File: config.mk
export PLATFORM = sky130hd
export DESIGN_NAME = apb_master_bridge
export DESIGN_NICKNAME = d
export VERILOG_FILES = /design/src/rtl/apb_pkg.sv /design/src/rtl/apb_wait_timer.sv /design/src/rtl/apb_master_bridge.sv
export SDC_FILE = /design/constraint.sdc
export NUM_CORES = 1
export LEC_CHECK = 0
export CAP_MARGIN = 20
export CORE_AREA = 2 2 64 66
export DETAILED_ROUTE_END_ITERATION = 10
export DIE_AREA = 0 0 66 68
export PLACE_DENSITY = 0.68
export SYNTH_ARGS = -nofsm -noshare
export SYNTH_HDL_FRONTEND = slang
export SYNTH_SLANG_ARGS = --single-unit
File: constraint.sdc
create_clock -name p_clk -period 1.4 [get_ports p_clk]
set_input_delay 0.42 -clock p_clk [delete_from_list [all_inputs] [get_ports p_clk]]
set_output_delay 0.42 -clock p_clk [all_outputs]
set_load 0.005 [all_outputs]
File: src/rtl/apb_pkg.sv
// apb_pkg
//   Shared types for the APB requester: FSM state encoding, default bus
//   widths and a default-width command record.
package apb_pkg;

  localparam int unsigned APB_A_WIDTH = 8;
  localparam int unsigned APB_D_WIDTH = 8;
  localparam int unsigned APB_CNT_WIDTH = 8;

  typedef enum logic [1:0] {
    IDLE   = 2'd0,
    SETUP  = 2'd1,
    ACCESS = 2'd2
  } apb_state_e;

  typedef struct packed {
    logic                   write;
    logic [APB_A_WIDTH-1:0] addr;
    logic [APB_D_WIDTH-1:0] wdata;
  } apb_cmd_t;

endpackage

File: src/rtl/apb_wait_timer.sv
// apb_wait_timer
//   Wait-state counter for the ACCESS watchdog.
//   Ports:
//     p_clk, p_rst : clock, asynchronous active-high reset
//     clear        : zero the count (held while in SETUP)
//     incr         : count one stalled ACCESS cycle
//     limit        : abort threshold (TIMEOUT)
//     expired      : count has reached limit-1
module apb_wait_timer
  import apb_pkg::*;
#(
  parameter int unsigned CW = APB_CNT_WIDTH
) (
  input  logic          p_clk,
  input  logic          p_rst,
  input  logic          clear,
  input  logic          incr,
  input  logic [CW-1:0] limit,
  output logic          expired
);

  logic [CW-1:0] count_r;

  // Wait-cycle counter: clear has priority over increment.
  always_ff @(posedge p_clk or posedge p_rst) begin
    if (p_rst) begin
      count_r <= {CW{1'b0}};
    end else if (clear) begin
      count_r <= {CW{1'b0}};
    end else if (incr) begin
      count_r <= count_r + {{(CW-1){1'b0}}, 1'b1};
    end else begin
      count_r <= count_r;
    end
  end

  assign expired = (count_r == (limit - {{(CW-1){1'b0}}, 1'b1}));

endmodule

File: src/rtl/apb_master_bridge.sv
// apb_master_bridge
//   Requester end of an APB link. Accepts single read/write commands on a
//   valid/ready port, runs them as SETUP/ACCESS transfers, honours p_ready
//   wait states and returns a one-cycle response pulse.
//   Optional watchdog: define APB_MASTER_TIMEOUT_EN to abort transfers that
//   stall in ACCESS for TIMEOUT cycles; otherwise rsp_timeout is tied low.
//   Ports:
//     p_clk, p_rst                  : clock, asynchronous active-high reset
//     cmd_valid/cmd_ready           : command handshake (cmd_ready is comb)
//     cmd_write/cmd_addr/cmd_wdata  : command payload
//     rsp_valid/rsp_rdata/rsp_err/rsp_timeout : completion response
//     p_sel/p_enable/p_write/p_addr/wr_data   : APB request
//     rd_data/p_ready/p_slverr      : APB slave response
module apb_master_bridge
  import apb_pkg::*;
#(
  parameter int unsigned A_WIDTH = APB_A_WIDTH,
  parameter int unsigned D_WIDTH = APB_D_WIDTH,
  parameter int unsigned TIMEOUT = 16
) (
  input  logic               p_clk,
  input  logic               p_rst,
  input  logic               cmd_valid,
  output logic               cmd_ready,
  input  logic               cmd_write,
  input  logic [A_WIDTH-1:0] cmd_addr,
  input  logic [D_WIDTH-1:0] cmd_wdata,
  output logic               rsp_valid,
  output logic [D_WIDTH-1:0] rsp_rdata,
  output logic               rsp_err,
  output logic               rsp_timeout,
  output logic               p_sel,
  output logic               p_enable,
  output logic               p_write,
  output logic [A_WIDTH-1:0] p_addr,
  output logic [D_WIDTH-1:0] wr_data,
  input  logic [D_WIDTH-1:0] rd_data,
  input  logic               p_ready,
  input  logic               p_slverr
);

  apb_state_e         state_r;
  apb_state_e         state_s;
  logic               accept_s;
  logic               complete_s;
  logic               abort_s;
  logic               p_sel_r;
  logic               p_enable_r;
  logic               p_write_r;
  logic [A_WIDTH-1:0] p_addr_r;
  logic [D_WIDTH-1:0] wr_data_r;
  logic               rsp_valid_r;
  logic [D_WIDTH-1:0] rsp_rdata_r;
  logic               rsp_err_r;
  logic               rsp_timeout_r;

  // In ACCESS, p_sel and p_enable are both high, so p_ready alone qualifies
  // completion and p_slverr sampling.
  assign complete_s = (state_r == ACCESS) && p_ready;
  assign accept_s   = cmd_valid && cmd_ready;

`ifdef APB_MASTER_TIMEOUT_EN
  logic timer_expired_s;

  apb_wait_timer #(
    .CW(APB_CNT_WIDTH)
  ) u_wait_timer (
    .p_clk   (p_clk),
    .p_rst   (p_rst),
    .clear   (state_r == SETUP),
    .incr    ((state_r == ACCESS) && !p_ready),
    .limit   (APB_CNT_WIDTH'(TIMEOUT)),
    .expired (timer_expired_s)
  );

  // A late p_ready on the limit cycle wins: abort needs p_ready low.
  assign abort_s = (state_r == ACCESS) && !p_ready && timer_expired_s;
`else
  logic [APB_CNT_WIDTH-1:0] unused_timeout_s;

  assign unused_timeout_s = APB_CNT_WIDTH'(TIMEOUT);
  assign abort_s          = 1'b0;
`endif

  // Command acceptance: idle, or the completing ACCESS cycle (back-to-back).
  always_comb begin
    cmd_ready = 1'b0;
    case (state_r)
      IDLE:    cmd_ready = 1'b1;
      ACCESS:  cmd_ready = p_ready;
      SETUP:   cmd_ready = 1'b0;
      default: cmd_ready = 1'b0;
    endcase
  end

  // Next-state logic for the SETUP/ACCESS sequence.
  always_comb begin
    state_s = state_r;
    case (state_r)
      IDLE: begin
        if (accept_s) state_s = SETUP;
        else          state_s = IDLE;
      end
      SETUP: state_s = ACCESS;
      ACCESS: begin
        if (complete_s)   state_s = accept_s ? SETUP : IDLE;
        else if (abort_s) state_s = IDLE;
        else              state_s = ACCESS;
      end
      default: state_s = IDLE;
    endcase
  end

  // State register with APB strobes registered from the next state.
  always_ff @(posedge p_clk or posedge p_rst) begin
    if (p_rst) begin
      state_r    <= IDLE;
      p_sel_r    <= 1'b0;
      p_enable_r <= 1'b0;
    end else begin
      state_r    <= state_s;
      p_sel_r    <= (state_s != IDLE);
      p_enable_r <= (state_s == ACCESS);
    end
  end

  // Request slice: loaded on accept, held through the transfer and in IDLE.
  always_ff @(posedge p_clk or posedge p_rst) begin
    if (p_rst) begin
      p_write_r <= 1'b0;
      p_addr_r  <= {A_WIDTH{1'b0}};
      wr_data_r <= {D_WIDTH{1'b0}};
    end else if (accept_s) begin
      p_write_r <= cmd_write;
      p_addr_r  <= cmd_addr;
      wr_data_r <= cmd_wdata;
    end else begin
      p_write_r <= p_write_r;
      p_addr_r  <= p_addr_r;
      wr_data_r <= wr_data_r;
    end
  end

  // Response slice: one-cycle valid, payload held between completions.
  always_ff @(posedge p_clk or posedge p_rst) begin
    if (p_rst) begin
      rsp_valid_r   <= 1'b0;
      rsp_rdata_r   <= {D_WIDTH{1'b0}};
      rsp_err_r     <= 1'b0;
      rsp_timeout_r <= 1'b0;
    end else if (complete_s) begin
      rsp_valid_r   <= 1'b1;
      rsp_rdata_r   <= p_write_r ? {D_WIDTH{1'b0}} : rd_data;
      rsp_err_r     <= p_slverr;
      rsp_timeout_r <= 1'b0;
    end else if (abort_s) begin
      rsp_valid_r   <= 1'b1;
      rsp_rdata_r   <= {D_WIDTH{1'b0}};
      rsp_err_r     <= 1'b1;
      rsp_timeout_r <= 1'b1;
    end else begin
      rsp_valid_r   <= 1'b0;
      rsp_rdata_r   <= rsp_rdata_r;
      rsp_err_r     <= rsp_err_r;
      rsp_timeout_r <= rsp_timeout_r;
    end
  end

  assign p_sel     = p_sel_r;
  assign p_enable  = p_enable_r;
  assign p_write   = p_write_r;
  assign p_addr    = p_addr_r;
  assign wr_data   = wr_data_r;
  assign rsp_valid = rsp_valid_r;
  assign rsp_rdata = rsp_rdata_r;
  assign rsp_err   = rsp_err_r;
`ifdef APB_MASTER_TIMEOUT_EN
  assign rsp_timeout = rsp_timeout_r;
`else
  assign rsp_timeout = 1'b0;
`endif

endmodule
== After elaboration in Yosys (flattened, before gate mapping) ==
Index checks and enable logic that the tools add are counted.

* Word-level logic and storage cells: 22
* Output and inout bits: 31
* Input bits: 30
* Flip-flop bits (word level): 31

* Multiplexer cells: 6
* Reductions and logical operators: 4
* Equality and inequality tests: 3

{| class="wikitable"
|+ Operators with widths
! cell !! count
|-
| $mux W8 || 1
|-
| $pmux W2 S3 || 1
|-
| $eq A2 B2 Y1 const B || 2
|-
| $eq A2 B1 Y1 const B || 1
|-
| $logic_and A1 B1 Y1 || 2
|-
| $logic_not A2 Y1 || 1
|-
| $mux W1 || 2
|-
| $mux W2 || 1
|-
| $pmux W1 S2 || 1
|-
| $reduce_bool A2 Y1 || 1
|}

== Logic depth before layout (Yosys ltp) ==
Gate-level depths: netlist of run 1.

* Depth in word-level cells: 7
* Mapped depth: 4
* Mapped depth without buffers: 4

== Worst setup path after synthesis of run 1 ==
No wires, ideal clock.

* Path type: input port to flip-flop
* Start: input port cmd_valid
* End: register p_addr_r[0] (netlist: p_addr[0])
* Path buffers: 1
* Cell stages on the path: 4
* Arrival time: 1.117 ns
* Setup time: 0.125 ns
* Slack: 0.158 ns
* Data required time: 1.275 ns
* Cell sequence: nor2b_2 > nand2_4 > buf_12 > mux2_4

* Word-level cells in the longest chain between the ends: 1

{| class="wikitable"
|+ RTL lines
! item !! RTL line !! RTL
|-
| from (decl) || apb_master_bridge.sv:23 || <nowiki>input logic cmd_valid,</nowiki>
|-
| $logic_and A1 B1 Y1 || apb_master_bridge.sv:60 || <nowiki>assign accept_s = cmd_valid && cmd_ready;</nowiki>
|-
| to (signal assigned) || apb_master_bridge.sv:131 || <nowiki>p_addr_r <= {A_WIDTH{1'b0}};</nowiki>
|-
| to (signal assigned) || apb_master_bridge.sv:135 || <nowiki>p_addr_r <= cmd_addr;</nowiki>
|-
| to (signal assigned) || apb_master_bridge.sv:139 || <nowiki>p_addr_r <= p_addr_r;</nowiki>
|-
| to (decl) || apb_master_bridge.sv:50 || <nowiki>logic [A_WIDTH-1:0] p_addr_r;</nowiki>
|}

No other way between the ends.
A chain may end at the register's enable or synchronous reset.

== Worst setup path after layout of run 1 ==
* Start: register state_r[0]
* End: register wr_data_r[5] (netlist: wr_data[5])

* Word-level cells in the longest chain between the ends: 3
* Elaborated cells on any way between the ends: 4
* Classes of those cells: eq/ne (1); mux (1); reduce/logical (2)

{| class="wikitable"
|+ RTL lines
! item !! RTL line !! RTL
|-
| from (decl) || apb_master_bridge.sv:42 || <nowiki>apb_state_e state_r;</nowiki>
|-
| from (signal assigned) || apb_master_bridge.sv:121 || <nowiki>state_r <= state_s;</nowiki>
|-
| $eq A2 B2 Y1 or $logic_not A2 Y1 (tied branches) || apb_master_bridge.sv:88 || <nowiki>case (state_r)</nowiki>
|-
| $pmux W1 S2 (*) || apb_master_bridge.sv:88 ||
|-
| $logic_and A1 B1 Y1 (*) || apb_master_bridge.sv:60 ||
|-
| to (signal assigned) || apb_master_bridge.sv:132 || <nowiki>wr_data_r <= {D_WIDTH{1'b0}};</nowiki>
|-
| to (signal assigned) || apb_master_bridge.sv:136 || <nowiki>wr_data_r <= cmd_wdata;</nowiki>
|-
| to (signal assigned) || apb_master_bridge.sv:140 || <nowiki>wr_data_r <= wr_data_r;</nowiki>
|-
| to (decl) || apb_master_bridge.sv:51 || <nowiki>logic [D_WIDTH-1:0] wr_data_r;</nowiki>
|}

Every way passes the cells marked *; elsewhere a longest branch is shown, timed or not.

==> key figures, run 1 <==
Global route
  – First-pass GRT wire length: 4616 um
  – Largest net degree at the start of global routing: 18
  – Gr ovfl total: 0
  – Vias in the first global route: 1039
  – Initial antenna violation count: 0
  – Tot GR Track Use: 14.26%

Clock tree
  – TritonCTS clock tree: built
  – Clock sinks: 31
  – Root buf cell: clkbuf_8
  – Hold_buf cts: 0
  – Reg clk slew, reported paths: 60 ps
  – Clk buf depth: 2
  – H-tree depth: 2
  – Later-pin clock latency in the skew report: 280 ps
  – Inserted Clock Buffers: 5

Pwr
  – PD cells: 1418 nW/um^2
  – LEAKAGE: 1.041 nW
  – Worst VDD drop: 0.0008280 V
  – Final Power: 2.992 mW

Routing
  – Antenna viol nets, final: 0
  – Routed wire length: 3059 um
  – Detailed Routing Iterations Pass 1: 4
  – Via/cell ratio: 4.446
  – Drt first-iter violations: 26
  – DRC: 0
  – DR WL/cell: 13.78 um
  – Vias: 987

Die
  – Die ar.: 4488 sq um
  – Die W: 66 um
  – Die Span Y: 68 um
  – Initial core utilization: 32.80%
  – Std cell rows: 23
  – I/O pin cnt: 61
  – Placeable Area: 3856 sq um

Yosys
  – Seq cells post-synth: 31
  – Compound-cell area share of the yosys netlist: 4.352%
  – Synth unique cells: 18
  – Avg Cell Area, Syn: 13.90 sq um
  – Post-Synth Adder-Cell Area: 0%
  – XOR/XNOR Fraction of Synth Area: 0%
  – YS warnings: 0
  – Post-Syn Area: 1265 sq um
  – Simple-Gate Fraction of Synth Area: 11.57%
  – Mux share of post-synthesis cell area: 18.99%
  – Main combinational cell family by area after synthesis: multiplexers
  – Mapped Nets: 121
  – Sequential area share after synthesis: 61.33%
  – Post-Synthesis Cells: 91

STA
  – Final Max Slew Viols: 0
  – Final worst path period share: 101.9%
  – Max frequency: 700.8 MHz
  – Clock skew: 8.091 ps
  – Final hold vios: 0
  – Setup ws final: -26.95 ps
  – Fin Setup TNS: -141.0 ps
  – Setup violators final: 11
  – Minimum clock period: 1427 ps
  – RSZ-0062 raised after global routing: true

Final layout
  – Area grow syn2layout: 66.77%
  – Number of fillers in the final layout: 361
  – Ratio of cells with drive above 1 in the final layout: 28.49%
  – Antenna diodes: 0
  – Layout Cells excl Fill: 222
  – Nets: 203

Placement
  – RePlAce Congestion: 0.6933
  – HPWL Detailed: 2171 um
  – Pre-CTS WS: -559.9 ps
  – Port Buffers: 59
  – Placed insts: 208

Hold path
  – Hold Path Class: in -> async

Worst setup path
  – Critical path arrival: 1580 ps
  – Crit Reg-Reg Startpoint: state_r[0]
  – CP endpoint kind: register
  – Worst setup path start: state_r[0]
  – Worst-path maximum fanout: 7
  – CP startpoint kind: register
  – CP required: 1550 ps
  – Critical setup path kind: reg -> reg

Flow run
  – Max Cap Viol: 0

Run status
  – Status: finished with violations
  – Failing checks: negative setup slack
==> layer usage <==
metal | GRT usage (%) | part of all wire (%)
met5 | 0 | 0
met4 | 7.653 | 1.6
met3 | 5.428 | 7.1
met2 | 24.24 | 53
met1 | 15.52 | 39
==> critical path: stages, from the launching register on <==
cell and delay (ps):
dfrtp_1 420, buf_4 170, nor2b_4 160, nand2_8 100, buf_12 150, mux2_4 290
==> registers in the layout, indices dropped and copies added, names as in the netlist <==
| signal | cells |
|---|---|
| p_addr | 8 |
| p_sel | 1 |
| state_r | 2 |
| wr_data | 8 |
| rsp_valid | 1 |
| rsp_err | 1 |
| rsp_rdata | 8 |
| p_enable | 1 |
| p_write | 1 |
==> cell usage after synthesis <==
library cell	n	area, sq um
buf_2	1	5.000
buf_4	1	7.510
or2b_1	1	7.510
nand2_1	8	30.03
conb_1	1	3.750
dfrtp_1	31	775.7
inv_1	3	11.26
nand2_4	1	11.26
buf_12	1	20.02
nand2b_4	1	13.76
nand2b_1	8	50.05
nor2b_1	1	6.260
nor2_1	2	7.510
nand3b_2	1	11.26
mux2_2	8	90.09
nor2b_2	1	8.760
o21ai_0	11	55.05
mux2_4	10	150.1
==> cell type report <==
| type | count | area [sq um] | area share [%] |
|---|---|---|---|
| clock buffers | 6 | 72.57 | 3.440 |
| inverters | 3 | 11.26 | 0.5338 |
| multi-input cells | 54 | 469.2 | 22.24 |
| flip-flops and latches | 31 | 775.7 | 36.77 |
| well taps | 50 | 62.56 | 2.966 |
| repair buffers | 78 | 718.2 | 34.05 |
==> final timing paths <==
path	cells past startpoint	end	slack (ps)
setup / recovery	5	wr_data[5]	-30
hold / removal	3	state_r[0]	460
setup reg to reg	5	wr_data[5]	-30
hold reg to reg	2	rsp_rdata[0]	490
max in group asynchronous	3	p_addr[0]	740
min in group p_clk	2	rsp_rdata[0]	490
==> layout by cell type, fill, tap and decap left out, types with 2 or more instances in the layout <==
cell type,Yosys,routed
clkdlybuf4s50_1,0,27
nor2b_4,0,2
dlygate4sd2_1,0,31
nand2b_1,8,8
dfrtp_1,31,31
nand2_1,8,8
mux2_2,8,8
mux2_4,10,10
o21ai_0,11,11
buf_4,1,16
clkbuf_8,0,5
buf_12,1,2
inv_1,3,3
==> per-stage QoR <==
| stage | util [%] | hold WS, ps | instance area (sq um) |
|---|---|---|---|
| finish | 54.70 | 461.4 | 2110 |
| global route | 54.70 | 484.2 | 2110 |
| CTS | 54.09 | 463.2 | 2086 |
| detailed placement | 51.69 | 474.5 | 1993 |
| global placement | 51.69 | 464.7 | 1993 |
| floorplan | - | 473.3 | 1265 |
==> report_power, final <==
part           internal, mW  switching, mW
Clock                 0.330          0.300
Sequential             1.16          0.126
Combinational         0.696          0.382
Total                  2.18          0.808
==> timing repair <==
item / 4_1_cts / 5_1_grt
setup endpoints to repair: 47 / 6
setup buffers: 7 / 1
pin swaps: 1 / 2
gates resized for setup: 35 / 6
==> cells by family (layout without fill, tap and decap cells) <==
| family | count (synthesis) | count (layout) |
|---|---|---|
| DFF | 31 | 31 |
| and+or+nand+nor | 24 | 24 |
| muxes | 18 | 18 |
| AOI/OAI and AO/OA | 11 | 11 |
| buffers and inverters | 6 | 87 |
| other | 1 | 1 |
(Power assumes the default switching activity.)
==> inputs of run 2 (changes only) <==
- CTS_BUF_LIST: unset -> sky130_fd_sc_hd__clkbuf_16
==> run 2 against run 1 <==
Net effect:
- the run now ends clean
- core utilization grew 1.1 points
- via count is 1.2% lower
- first-iteration DRC count fell by 50%
- power increased by 10%
- sequential cell count unchanged
- largest cell class unchanged
- global-route usage is 0.14 points lower
- wire length is 1.2% lower
- sequential power about the same
==> key figures, run 2 (synthesis gave the netlist of run 1 again) <==
Final layout
  – Final Util: 55.81%
  – Antenna diodes: 0
  – Final instance area: 2152 sq um
  – Leading cell type in the layout, fill and taps excluded: dfrtp_1
  – Nets: 201
  – Ratio of cells with drive above 1 in the final layout: 27.65%
  – Commonest cells after routing, fill and taps aside: 31 x dfrtp_1, 30 x dlygate4sd2_1, 27 x clkdlybuf4s50_1
  – Area grow syn2layout: 70.13%

Pwr
  – Internal Pwr Total: 2.462 mW
  – P_sw: 0.8318 mW
  – Logic pwr share: 31.9%
  – Worst VDD drop: 0.0008115 V
  – Sw Ratio: 25.25%
  – LEAKAGE: 1.060 nW
  – Clk pwr share: 29.1%
  – Reg power frac: 39.1%
  – PD cells: 1531 nW/um^2

Hold path
  – Hold Path Stages: 2
  – Worst Hold End: rsp_rdata[1]
  – Hold Path Class: reg -> reg
  – Worst Hold Launch: rsp_rdata[1]

Global route
  – Largest net degree at the start of global routing: 18
  – Gr ovfl total: 0
  – Vias in the first global route: 1039
  – Initial antenna violation count: 0
  – First-pass GRT wire length: 4616 um
  – Tot GR Track Use: 14.12%

Worst setup path
  – CP startpoint kind: register
  – Worst-path maximum fanout: 7
  – Critical setup path kind: reg -> reg
  – RR Endpoint: wr_data[5]
  – CP required: 1550 ps
  – CP endpoint kind: register
  – R2r worst-path depth: 5
  – Critical path arrival: 1550 ps
  – R2r setup slk: 0.2 ps
  – Crit Reg-Reg Startpoint: state_r[0]

STA
  – Final hold slack: 469.9 ps
  – Setup violators final: 0
  – Final hold vios: 0
  – Max frequency: 714.4 MHz
  – Fin Setup TNS: 0 ps
  – Minimum clock period: 1400 ps
  – Setup ws final: 0.2180 ps
  – RSZ-0062 raised after global routing: true
  – Clock skew: 4.767 ps
  – Final worst path period share: 99.98%
  – Final Max Slew Viols: 0

Clock tree
  – TritonCTS clock tree: built
  – H-tree depth: 2
  – Hold_buf cts: 0
  – Later-pin clock latency in the skew report: 270 ps
  – Inserted Clock Buffers: 5
  – Root buf cell: clkbuf_16
  – Clk buf depth: 2
  – Reg clk slew, reported paths: 50 ps
  – Clock sinks: 31

Routing
  – DRC: 0
  – Vias: 975
  – Routed wire length: 3021 um
  – Antenna viol nets, final: 0
  – Via/cell ratio: 4.432
  – Drt first-iter violations: 13
  – DR WL/cell: 13.73 um
  – Detailed Routing Iterations Pass 1: 3

Placement
  – Port Buffers: 59
  – Pre-CTS WS: -559.9 ps
  – RePlAce Congestion: 0.6933
  – HPWL Detailed: 2171 um
  – Placed Area: 1993 sq um

Die
  – Die Span Y: 68 um
  – I/O pin cnt: 61
  – Initial core utilization: 32.80%
  – Die ar.: 4488 sq um
  – Die W: 66 um
  – Std cell rows: 23
  – Placeable Area: 3856 sq um

Flow run
  – Max Cap Viol: 0

Run status
  – Status: complete, no violations
==> run 2: metrics by stage <==
step           total power [mW]  instances
2_1_floorplan             1.712         91
3_3_place_gp              2.423        208
3_5_place_dp              2.462        208
4_1_cts                   3.322        219
5_1_grt                   3.496        220
6_report                  3.294        220
==> run 2: cell type report <==
class,count,area (sq um)
Sequential cell,31,775.7
Fill cell,356,1704
Multi-Input combinational cell,54,469.2
Timing Repair Buffer,76,704.4
Inverter,3,11.26
Clock buffer,5,125.1
Tap cell,50,62.56
Clock inverter,1,3.754
==> run 2: critical path, stage by stage (launching register included) <==
cell and delay, ps:
dfrtp_1 410, buf_4 170, nor2b_4 160, nand2_8 100, buf_12 150, mux2_4 290
==> run 2: worst max path at each step <==
| stage | start | end | slack (ps) | depth (start not counted) |
|---|---|---|---|---|
| 2_1_floorplan | cmd_valid | p_addr[0] | 160 | 4 |
| 3_3_place_gp | p_ready | cmd_ready | -550 | 4 |
| 3_5_place_dp | p_ready | cmd_ready | -560 | 4 |
| 4_1_cts | state_r[1] | cmd_ready | -120 | 3 |
| 5_1_grt | state_r[1] | cmd_ready | -50 | 3 |
| 6_report | state_r[0] | wr_data[5] | 0.2 | 5 |
==> run 2: routing by layer <==
metal	track usage (%)	wire, um
met1	15.52	1188
met4	7.653	51
met5	0	0
met2	24.24	1559
met3	4.770	222
==> run 2: power groups by stage <==
stage	clock network, mW	registers (mW)	logic (mW)
floorplan	0	1.33	0.378
global placement	0	1.30	1.13
detailed placement	0	1.31	1.15
CTS	0.997	1.29	1.04
global route	1.02	1.33	1.15
finish	0.957	1.29	1.05
==> run 2: repair_timing <==
item                       4_1_cts  5_1_grt
pin swaps                        1        2
resized for setup               35        7
hold endpoints to repair         0        0
setup endpoints to repair       47        7
gates cloned                     0        0
buffers inserted                 5        1
==> inputs of run 3 (changes only) <==
- MAX_ROUTING_LAYER: unset -> met4
==> run 3 against run 2 <==
Net effect:
- the run now ends with negative setup slack left
- hold slack about the same
- core utilization unchanged
- worst setup slack got worse by 1.6 ps
- largest cell class unchanged
- highest routed layer unchanged
==> key figures, run 3 (synthesis gave the netlist of run 1 again) <==
STA
  – Final worst path period share: 100.1%
  – Final hold slack: 470.1 ps
  – Max frequency: 713.6 MHz
  – Setup ws final: -1.343 ps
  – Setup violators final: 2
  – RSZ-0062 raised after global routing: true
  – Clock skew: 5.725 ps
  – Fin Setup TNS: -2.180 ps
  – Final Max Slew Viols: 0
  – Final hold vios: 0
  – Minimum clock period: 1401 ps

Routing
  – Vias: 981
  – Detailed Routing Iterations Pass 1: 4
  – Routed wire length: 3024 um
  – DRC: 0
  – DR WL/cell: 13.75 um
  – Drt first-iter violations: 16
  – Via/cell ratio: 4.459
  – Antenna viol nets, final: 0

Worst setup path
  – R2r worst-path depth: 5
  – R2r setup slk: -1 ps
  – Worst path cell trace: buf_4, nor2b_4, nand2_8, buf_12, mux2_4
  – Critical setup path kind: reg -> reg
  – CP required: 1550 ps
  – RR Endpoint: wr_data[5]
  – CP endpoint kind: register
  – Worst setup path start: state_r[0]
  – CP max stage delay: 410 ps
  – Worst-path maximum fanout: 7
  – Critical path arrival: 1550 ps
  – Critical Path Slowest Stage Cell: dfrtp_1
  – CP startpoint kind: register
  – Crit Reg-Reg Startpoint: state_r[0]

Global route
  – Vias in the first global route: 1039
  – Largest net degree at the start of global routing: 18
  – First-pass GRT wire length: 4609 um
  – Met1 Use GR: 16.26%
  – Met2 Track Usage GR: 23.99%
  – GRT met3 Usage: 3.618%
  – GR peak layer: met2
  – Initial antenna violation count: 0
  – Gr ovfl total: 0
  – Tot GR Track Use: 14.49%

Run status
  – Failing checks: negative setup slack
  – Status: finished with violations

Die
  – Die Span Y: 68 um
  – Initial core utilization: 32.80%
  – Std cell rows: 23
  – Placeable Area: 3856 sq um
  – I/O pin cnt: 61
  – Die ar.: 4488 sq um
  – Die W: 66 um

Final layout
  – Antenna diodes: 0
  – Final instance area: 2152 sq um
  – Multi-input gate area: 469.2 sq um
  – Reg area: 775.7 sq um
  – Ratio of cells with drive above 1 in the final layout: 27.65%
  – Number of fillers in the final layout: 356
  – Commonest cells after routing, fill and taps aside: 31 x dfrtp_1, 30 x dlygate4sd2_1, 27 x clkdlybuf4s50_1
  – Leading cell type in the layout, fill and taps excluded: dfrtp_1
  – Area grow syn2layout: 70.13%
  – Nets: 201

Placement
  – Pre-CTS WS: -559.9 ps
  – RePlAce Congestion: 0.7008
  – HPWL Detailed: 2171 um
  – Port Buffers: 59
  – Placed Area: 1993 sq um

Clock tree
  – H-tree depth: 2
  – Root buf cell: clkbuf_16
  – Inserted Clock Buffers: 5
  – Clock sinks: 31
  – TritonCTS clock tree: built
  – Reg clk slew, reported paths: 50 ps
  – Hold_buf cts: 0
  – Later-pin clock latency in the skew report: 270 ps
  – Clk buf depth: 2

Hold path
  – Worst Hold End: rsp_rdata[1]
  – Hold Path Stages: 2
  – Worst Hold Launch: rsp_rdata[1]
  – Hold Path Class: reg -> reg

Pwr
  – Final Power: 3.299 mW
  – LEAKAGE: 1.060 nW
  – PD cells: 1533 nW/um^2
  – Worst VDD drop: 0.0008144 V

Flow run
  – Max Cap Viol: 0
-- run 3: cell counts in the layout (fill, tap and decap cells not counted) --
Identical to the previous run, type by type.
-- run 3: worst max path at each step --
stage                       to  slack, ps
finish              wr_data[5]         -1
global placement     cmd_ready       -550
detailed placement   cmd_ready       -560
CTS                  cmd_ready       -120
global route         cmd_ready        -50
floorplan            p_addr[0]        160
-- run 3: report_power, final --
| group | switching [mW] | internal, mW | leakage (nW) | total [mW] |
|---|---|---|---|---|
| Combinational | 0.376 | 0.674 | 0.615 | 1.05 |
| Sequential | 0.127 | 1.16 | 0.378 | 1.29 |
| Clock | 0.333 | 0.628 | 0.0669 | 0.962 |
| Total | 0.837 | 2.46 | 1.06 | 3.30 |
-- run 3: final cells by class --
type	count	share of cell area, %
clock buffer	5	5.814
clock inverter	1	0.1744
sequential	31	36.05
multi-input combinational	54	21.80
timing repair buffer	76	32.73
inverter	3	0.5233
tap	50	2.907
-- run 3: routing by layer --
metal	wire length [um]	part of all wire (%)
met1	1252	41
met4	50	1.7
met3	172	5.7
met2	1549	51
met5	0	0
-- run 3: worst max-delay path, delay by kind of cell (launching register included) --
kind / cells / cell delay, ps
mux: 1 / 290
flops: 1 / 410
simple gates: 2 / 250
buf+inv: 2 / 320
-- run 3: what timing repair did --
item | in CTS | in global routing
buffers inserted | 5 | 1
endpoints found under the setup margin | 47 | 7
endpoints found under the hold margin | 0 | 0
resized for setup | 35 | 7
pin swaps | 1 | 2
-- run 3: per-stage QoR --
step,utilization [%],instances
floorplan,-,91
global placement,51.69,208
detailed placement,51.69,208
CTS,55.16,219
global route,55.81,220
finish,55.81,220
